$ cat src/rtl/imba_menu_sequencer.sv
// Menu/layer sequencer for the overlay renderer: live state follows buttons at once,
// renderer-facing outputs are shadow registers committed only on frame_tick.
module imba_menu_sequencer #(
   parameter int unsigned WELCOME_FRAMES = 180,
   parameter int unsigned FLASH_FRAMES   = 30,
   parameter int unsigned MENU_TIMEOUT   = 600
) (
   input  logic       CLK_VGA,
   input  logic       RESET,
   input  logic       frame_tick,
   input  logic       btn_up,
   input  logic       btn_down,
   input  logic       btn_centre,
   output logic       Axis_On,
   output logic       Grid_On,
   output logic       Tick_On,
   output logic       Welcome_On,
   output logic       Menu_On,
   output logic [1:0] Cursor_Pos,
   output logic [3:0] Box_Flash
);

   localparam int unsigned CNT_W = 10;

   localparam logic [CNT_W-1:0] WELCOME_LAST = CNT_W'(WELCOME_FRAMES - 1);
   localparam logic [CNT_W-1:0] FLASH_LAST   = CNT_W'(FLASH_FRAMES - 1);
   localparam logic [CNT_W-1:0] MENU_LAST    = CNT_W'(MENU_TIMEOUT - 1);

   localparam logic [1:0] ST_WELCOME = 2'd0;
   localparam logic [1:0] ST_IDLE    = 2'd1;
   localparam logic [1:0] ST_MENU    = 2'd2;
   localparam logic [1:0] ST_CONFIRM = 2'd3;

   // layer bit order: [0] axis, [1] grid, [2] tick
   localparam logic [2:0] LAYERS_RST = 3'b101;

   logic [1:0]       state_q, state_d;
   logic [CNT_W-1:0] fcnt_q, fcnt_d;
   logic [1:0]       cursor_q, cursor_d;
   logic [1:0]       sel_q, sel_d;
   logic [2:0]       layers_q, layers_d;

   logic       axis_on_q, grid_on_q, tick_on_q;
   logic       welcome_on_q, menu_on_q;
   logic [1:0] cursor_pos_q;
   logic [3:0] box_flash_q;

   logic       move_up_c, move_down_c;
   logic       flash_on_c;
   logic [3:0] box_d;

   assign move_up_c   = btn_up   & ~btn_down & ~btn_centre;
   assign move_down_c = btn_down & ~btn_up   & ~btn_centre;

   // State register and live menu state
   always_ff @(posedge CLK_VGA or posedge RESET) begin
      if (RESET) begin
         state_q  <= ST_WELCOME;
         fcnt_q   <= '0;
         cursor_q <= 2'd0;
         sel_q    <= 2'd0;
         layers_q <= LAYERS_RST;
      end else begin
         state_q  <= state_d;
         fcnt_q   <= fcnt_d;
         cursor_q <= cursor_d;
         sel_q    <= sel_d;
         layers_q <= layers_d;
      end
   end

   // Next-state, frame counter and live state updates
   always_comb begin
      state_d  = state_q;
      fcnt_d   = fcnt_q;
      cursor_d = cursor_q;
      sel_d    = sel_q;
      layers_d = layers_q;

      case (state_q)
         ST_WELCOME: begin
            if (btn_centre) begin
               state_d = ST_IDLE;
               fcnt_d  = '0;
            end else if (frame_tick) begin
               if (fcnt_q == WELCOME_LAST) begin
                  state_d = ST_IDLE;
                  fcnt_d  = '0;
               end else begin
                  fcnt_d = fcnt_q + CNT_W'(1);
               end
            end
         end

         ST_IDLE: begin
            if (btn_centre) begin
               state_d = ST_MENU;
               fcnt_d  = '0;
            end else if (frame_tick) begin
               fcnt_d = fcnt_q + CNT_W'(1);
            end
         end

         ST_MENU: begin
            // an accepted button clears the counter, which also cancels a coincident timeout
            if (btn_centre) begin
               sel_d   = cursor_q;
               state_d = ST_CONFIRM;
               fcnt_d  = '0;
            end else if (move_up_c) begin
               cursor_d = cursor_q - 2'd1;
               fcnt_d   = '0;
            end else if (move_down_c) begin
               cursor_d = cursor_q + 2'd1;
               fcnt_d   = '0;
            end else if (frame_tick) begin
               if (fcnt_q == MENU_LAST) begin
                  state_d = ST_IDLE;
                  fcnt_d  = '0;
               end else begin
                  fcnt_d = fcnt_q + CNT_W'(1);
               end
            end
         end

         ST_CONFIRM: begin
            if (frame_tick) begin
               if (fcnt_q == FLASH_LAST) begin
                  fcnt_d = '0;
                  case (sel_q)
                     2'd0:    begin layers_d[0] = ~layers_q[0]; state_d = ST_MENU; end
                     2'd1:    begin layers_d[1] = ~layers_q[1]; state_d = ST_MENU; end
                     2'd2:    begin layers_d[2] = ~layers_q[2]; state_d = ST_MENU; end
                     default: state_d = ST_IDLE;
                  endcase
               end else begin
                  fcnt_d = fcnt_q + CNT_W'(1);
               end
            end
         end

         default: begin
            state_d = ST_WELCOME;
            fcnt_d  = '0;
         end
      endcase
   end

   // Flash phase follows the frame count at the start of the frame; a fresh entry starts lit.
   assign flash_on_c = (state_d == ST_CONFIRM) &&
                       ((state_q != ST_CONFIRM) || (fcnt_q[2] == 1'b0));
   assign box_d      = flash_on_c ? (4'b0001 << sel_d) : 4'b0000;

   // Shadow registers committed once per frame from the freshly computed live state
   always_ff @(posedge CLK_VGA or posedge RESET) begin
      if (RESET) begin
         axis_on_q    <= LAYERS_RST[0];
         grid_on_q    <= LAYERS_RST[1];
         tick_on_q    <= LAYERS_RST[2];
         welcome_on_q <= 1'b1;
         menu_on_q    <= 1'b0;
         cursor_pos_q <= 2'd0;
         box_flash_q  <= 4'b0000;
      end else if (frame_tick) begin
         axis_on_q    <= layers_d[0];
         grid_on_q    <= layers_d[1];
         tick_on_q    <= layers_d[2];
         welcome_on_q <= (state_d == ST_WELCOME);
         menu_on_q    <= (state_d == ST_MENU) || (state_d == ST_CONFIRM);
         cursor_pos_q <= cursor_d;
         box_flash_q  <= box_d;
      end
   end

   assign Axis_On    = axis_on_q;
   assign Grid_On    = grid_on_q;
   assign Tick_On    = tick_on_q;
   assign Welcome_On = welcome_on_q;
   assign Menu_On    = menu_on_q;
   assign Cursor_Pos = cursor_pos_q;
   assign Box_Flash  = box_flash_q;

endmodule

$ cat config.mk
export PLATFORM = sky130hd
export DESIGN_NAME = imba_menu_sequencer
export DESIGN_NICKNAME = d
export VERILOG_FILES = /design/src/rtl/imba_menu_sequencer.sv
export SDC_FILE = /design/constraint.sdc
export NUM_CORES = 1
export LEC_CHECK = 0
export ABC_AREA = 1
export CORE_MARGIN = 2
export CORE_UTILIZATION = 53
export CTS_BUF_LIST = sky130_fd_sc_hd__clkbuf_8
export CTS_CLUSTER_SIZE = 12
export DETAILED_ROUTE_END_ITERATION = 8
export PLACE_DENSITY = 0.78
export SYNTH_ARGS = -nofsm -noshare
export SYNTH_HDL_FRONTEND = slang
export SYNTH_SLANG_ARGS = --single-unit
export TNS_END_PERCENT = 100
$ cat constraint.sdc
create_clock -name CLK_VGA -period 1.5 [get_ports CLK_VGA]
set_input_delay 0.3 -clock CLK_VGA [delete_from_list [all_inputs] [get_ports CLK_VGA]]
set_output_delay 0.3 -clock CLK_VGA [all_outputs]
set_load 0.02 [all_outputs]
---- Word level (Yosys, flattened, before mapping) ----
Index checks and enable logic that the tools add are counted.
Widths: inputs -> output; s select.
storage, ports and cells
  register bits after elaboration ......... 30
  input port bits ......................... 6
  output and inout port bits .............. 11
cells by class
  add/sub/neg operators ................... 3
  eq/ne operators ......................... 15
  shifts and indexed selects .............. 1
  multiplexer cells ....................... 39
  bitwise gates (word level) .............. 11
  reductions and logical operators ........ 8
operators with widths
  operator               count
  $mux 10                12
  $pmux 10 s4            1
  $mux 2                 18
  $add 10x1->10 const B  1
  $eq 10x10->1 const B   1
  $eq 10x5->1 const B    1
  $eq 10x8->1 const B    1
  $eq 2x2->1 const B     5
  $mux 3                 3
  $pmux 2 s4             1
  $not 1->1              7
  $logic_not 2->1        3
  $ne 3x3->1 const B     2
  $ne 5x5->1 const B     1
  $and 1x1->1            4
  $eq 2x1->1 const B     2
  $mux 4                 1
  $ne 2x2->1 const B     2
  $reduce_and 4->1       1
  $shl 1x2->4 const A    1
  $mux 1                 3
  $reduce_or 3->1        1
  $add 2x1->2 const B    1
  $logic_or 1x1->1       2
  other kinds (2)        2

---- Depth between registers and ports, before layout ----
  word-level depth ........................ 10
  gate-level depth with buffers ........... 14
  mapped depth without buffers ............ 14

---- Worst setup path after synthesis ----
Ideal clock, no wire load.
  kind .................................... reg-to-reg
  start point ............................. reg fcnt_q[1]
  end point ............................... reg fcnt_q[8]
  setup time .............................. 120 ps
  arrival time ............................ 1,337 ps
  data required time ...................... 1,380 ps
  setup slack ............................. 44 ps
  stages on the path, launching flop included .. 12
  path buffers ............................ 0
  clock period less this slack ............ 1,456 ps
  cells stage by stage .................... dfrtp_1 -> inv_1 -> ha_1 -> inv_1 -> nor2_2 -> nand3_1 -> clkinv_1 -> nor2_1 -> nor2_1 -> nand3_1 -> inv_2 -> nor2_1
between the ends
  longest elaborated chain between the ends .. 7
  elaborated cells between the ends (all ways) .. 17
  those cells by class .................... add/sub: 1; eq/ne: 3; mux: 13
RTL lines
  item                                           RTL line  source
  start: declaration                             38        logic [CNT_W-1:0] fcnt_q, fcnt_d;
  start signal: assignment                       65        fcnt_q <= fcnt_d;
  $add 10x1->10 or $eq 10x10->1 (tied branches)  --
  $mux 10                                        117       if (fcnt_q == MENU_LAST) begin
  $mux 10                                        116       end else if (frame_tick) begin
  $mux 10                                        113       end else if (move_down_c) begin
  $mux 10                                        110       end else if (move_up_c) begin
  $mux 10                                        106       if (btn_centre) begin
  $pmux 10 s4 *                                  80        case (state_q)
Every way passes the cells marked *; elsewhere a longest branch is shown, timed or not. The select of a mux whose other input is x is not followed.
A chain may end at the register's enable or synchronous reset.

---- Final worst setup path ----
  start point ............................. reg fcnt_q[1]
  end point ............................... reg box_flash_q[0], in the netlist Box_Flash[0]
between the ends
  longest elaborated chain between the ends .. 10
  elaborated cells between the ends (all ways) .. 17
  those cells by class .................... eq/ne: 4; mux: 12; reduce/logical: 1
RTL lines
  item                    RTL line  source
  $eq 10x10->1            117
  $mux 2                  117
  $mux 2                  116
  $mux 2                  113
  $mux 2                  110
  $mux 2                  106
  $pmux 2 s4 *            80
  $eq 2x2->1 *            150       assign flash_on_c = (state_d == ST_CONFIRM) &&
  $logic_and 1x1->1 *     150
  $mux 4 *                152       assign box_d = flash_on_c ? (4'b0001 << sel_d) : 4'b0000;
  end signal: assignment  171       box_flash_q <= box_d;
  end: declaration        46        logic [3:0] box_flash_q;
Every way passes the cells marked *; elsewhere a longest branch is shown, timed or not.

==> summary.txt <==
STA
  • Worst Max-Slew Pin Slew: 331 ps
  • # setup viols final: 22
  • Slew HR: 77.7%
  • Min Tclk post-route: 1820 ps
  • Fin worst setup slack: -321 ps
  • Final Hold Vio Count: 0
  • Unrepaired setup endpoints after global routing: true
  • Max Clock Skew: 6.29 ps
  • Period Utilization, post-route: 121%
  • Min Hold Slack: 338 ps
  • Max Fclk: 549 MHz
  • Max-slew violation count: 0

Pwr
  • Pwr/cell area: 1480 nW/um^2
  • LEAKAGE: 1.26 nW
  • Tot Pwr: 3.71 mW
  • Max VDD drop: 1.04 mV

GRT
  • Initial antenna violation count: 0
  • Vias in the first global route: 1541
  • Largest net degree at the start of global routing: 31
  • GRT Resource Usage Total: 26.5%
  • First-pass GRT wire length: 6.93 mm
  • Total gr overflow: 0

Critical path
  • Reg-to-Reg Start: fcnt_q[1]$_DFFE_PP0P_
  • Setup CP Type: reg2reg
  • Worst reg2reg path endpoint: Box_Flash[0]$_DFFE_PP0P_
  • R2r worst-path depth: 14
  • Critical Path Sink Type: flop
  • Crit path max fanout: 4
  • CP Capture Point: Box_Flash[0]$_DFFE_PP0P_
  • CP Launch Point: fcnt_q[1]$_DFFE_PP0P_
  • Startpoint Class: flop
  • Reg2Reg Setup Slack: -320 ps
  • Worst EP required: 1730 ps
  • CP arrival: 2050 ps

CTS
  • Clk sinks: 30
  • Reg clk slew, reported paths: 70 ps
  • Clock Tree Buf Depth: 2
  • Clock latency on the worst-skew pair: 300 ps
  • CTS tree: yes
  • H-Tree Depth: 2
  • Clock root cell: clkbuf_8
  • CTS Buf Count: 5

Yosys
  • Avg Inst Size Synth: 7.74 um^2
  • Area share of fa/ha/maj cells after synthesis: 1.51%
  • Multiplexer share of the synthesized area: 0%
  • Post-Synth XOR/XNOR Area: 4.76%
  • #FFs+latches synth: 30
  • Synth warnings: 0
  • Seq/Total Area, Yosys: 45.7%
  • Synth unique cells: 29
  • Post-synthesis simple-gate area fraction: 36.4%
  • Synth Area in Compound Gates: 4.38%
  • Gate Count Post-Synth: 214
  • Mapped Nets: 222
  • Cell accounting for the most synthesized area: dfrtp_1
  • Area share of the largest cell type after synthesis: 37.8%
  • Largest family of logic cells by synthesized area: simple AND/OR/NAND/NOR gates
  • Mapped Area: 1660 um^2
  • Synth top area cells: dfrtp_1 (38%), nand2_1 (14%), dfstp_2 (7.9%), nor2_1 (6.3%), inv_1 (5.0%)

Place
  • Placed Cells: 294
  • Number of port buffers: 16
  • Post-detail-place hpwl: 2.70 mm
  • Area after DPL: 2110 um^2
  • Gpl congestion: 0.908

Die
  • Die ar.: 3590 um^2
  • Core area: 3000 um^2
  • Die X: 59.9 um
  • Initial Util: 55.2%
  • Die boundary height: 59.9 um
  • Boundary Pins: 17
  • # rows: 20

Finish
  • Fin util: 83.5%
  • Multi-input gate area: 1000 um^2
  • Number of antenna diodes: 0
  • Share of layout cells above drive strength 1: 42.3%
  • Reg area: 759 um^2
  • Final std cells w/o fill: 312
  • # fillers: 167
  • Area grow syn2layout: 51.4%
  • Post-route cell area: 2510 um^2
  • Final #Nets: 286

Flow run
  • Maxcap violations: 0

Detailed routing
  • DRC viols: 0
  • WL/cell: 18.0 um
  • Pre-antenna DRT Iters: 5
  • Via count: 1820
  • Initial drt markers: 130
  • DRT antenna net count: 0
  • Final wirelength: 5.62 mm
  • Via density per instance: 5.83

Run status
  • Failing checks: negative setup slack
  • Status: finished, violations left

Worst hold path
  • Hold/Removal Path Class: in2async
==> per-stage QoR <==
step | setup slack, ps | TNS (ps)
floorplan | 43.7 | 0
global placement | -295 | -4890
detailed placement | -360 | -6260
CTS | -65.0 | -258
global route | -379 | -4380
finish | -321 | -2750
==> cell usage in the layout (no fill, tap or decap), types with 4 or more instances in the layout <==
master	instances
inv_2	9
nand3_1	11
nand2_1	55
clkbuf_8	6
nor2_2	8
nand2_2	7
buf_4	40
dfstp_2	5
dlygate4sd2_1	12
nand2_4	4
nor2_4	9
nor2_1	18
nand3_4	4
dfrtp_1	23
nor3_2	4
xor2_1	6
inv_1	18
==> what timing repair did <==
action                     CTS  global route
pin swaps                   11            12
gates resized for setup     38            36
buffers inserted             7             4
hold buffers                 0             0
setup endpoints to repair   28            27
hold endpoints to repair     0             0
==> worst min-delay path by stage <==
| stage | start | to | cells past startpoint |
|---|---|---|---|
| final | RESET | cursor_q[1]$_DFF_PP0_ | 3 |
| after global routing | RESET | cursor_q[1]$_DFF_PP0_ | 3 |
| after CTS | RESET | fcnt_q[5]$_DFFE_PP0P_ | 3 |
| after detailed placement | Axis_On$_DFFE_PP1P_ | Axis_On$_DFFE_PP1P_ | 2 |
| after floorplan | RESET | Box_Flash[0]$_DFFE_PP0P_ | 1 |
| after global placement | Axis_On$_DFFE_PP1P_ | Axis_On$_DFFE_PP1P_ | 2 |
==> cells by family after synthesis <==
logic type      after synthesis
fa+ha+maj                     2
simple gates                130
xor+xnor                      9
compound gates               12
buf+inv                      31
flops                        30
==> per-layer routing <==
| metal | global-route usage [%] | vias up | routed length [um] |
|---|---|---|---|
| li1 | - | 794 | - |
| met1 | 34.8 | 859 | 2120 |
| met2 | 39.0 | 130 | 2690 |
| met3 | 8.01 | 37 | 525 |
| met4 | 14.3 | 0 | 288 |
| met5 | 0 | - | 0 |
==> worst max-delay path, stage by stage, from the launching register on <==
cell and delay, ps:
dfrtp_1 410, inv_1 70, ha_2 160, inv_2 40
nor2_4 130, nand3_4 100, nand2_1 90, nand2_1 60
nand2_1 110, nand2_2 90, nand2_4 80, nand3_4 80
nor2_4 150, nand2_1 80, nand2_1 100
==> Yosys cell counts (all sizes together) <==
cell type and n:
xor2 6, nor2 35, nand4 2, dfrtp 25, o22ai 1, nand2 66
nor3 7, dfstp 5, ha 2, a21oi 4, o211ai 1, xnor2 3
clkinv 1, clkbuf 1, nand3 18, nand3b 2, buf 1, o21ai 6
inv 28
==> where the power goes <==
part | switching, mW | internal, mW
clock | 0.343 | 0.368
combinational | 1.13 | 0.690
sequential | 0.180 | 1.00
total | 1.65 | 2.06
==> registers in the layout, indices dropped and copies added (netlist names) <==
signal	count
Axis_On	1
Box_Flash	4
Cursor_Pos	2
Grid_On	1
Menu_On	1
Tick_On	1
Welcome_On	1
cursor_q	2
fcnt_q	10
layers_q	3
sel_q	2
state_q	2
==> layout make-up <==
class | count | share of cell area, %
flip-flops and latches | 30 | 30.3
clock inverters | 2 | 0.499
repair buffers | 59 | 19.7
clock buffers | 6 | 3.29
inverters | 29 | 4.59
well taps | 33 | 1.65
multi-input cells | 153 | 40.0
(Power assumes the default switching activity.)
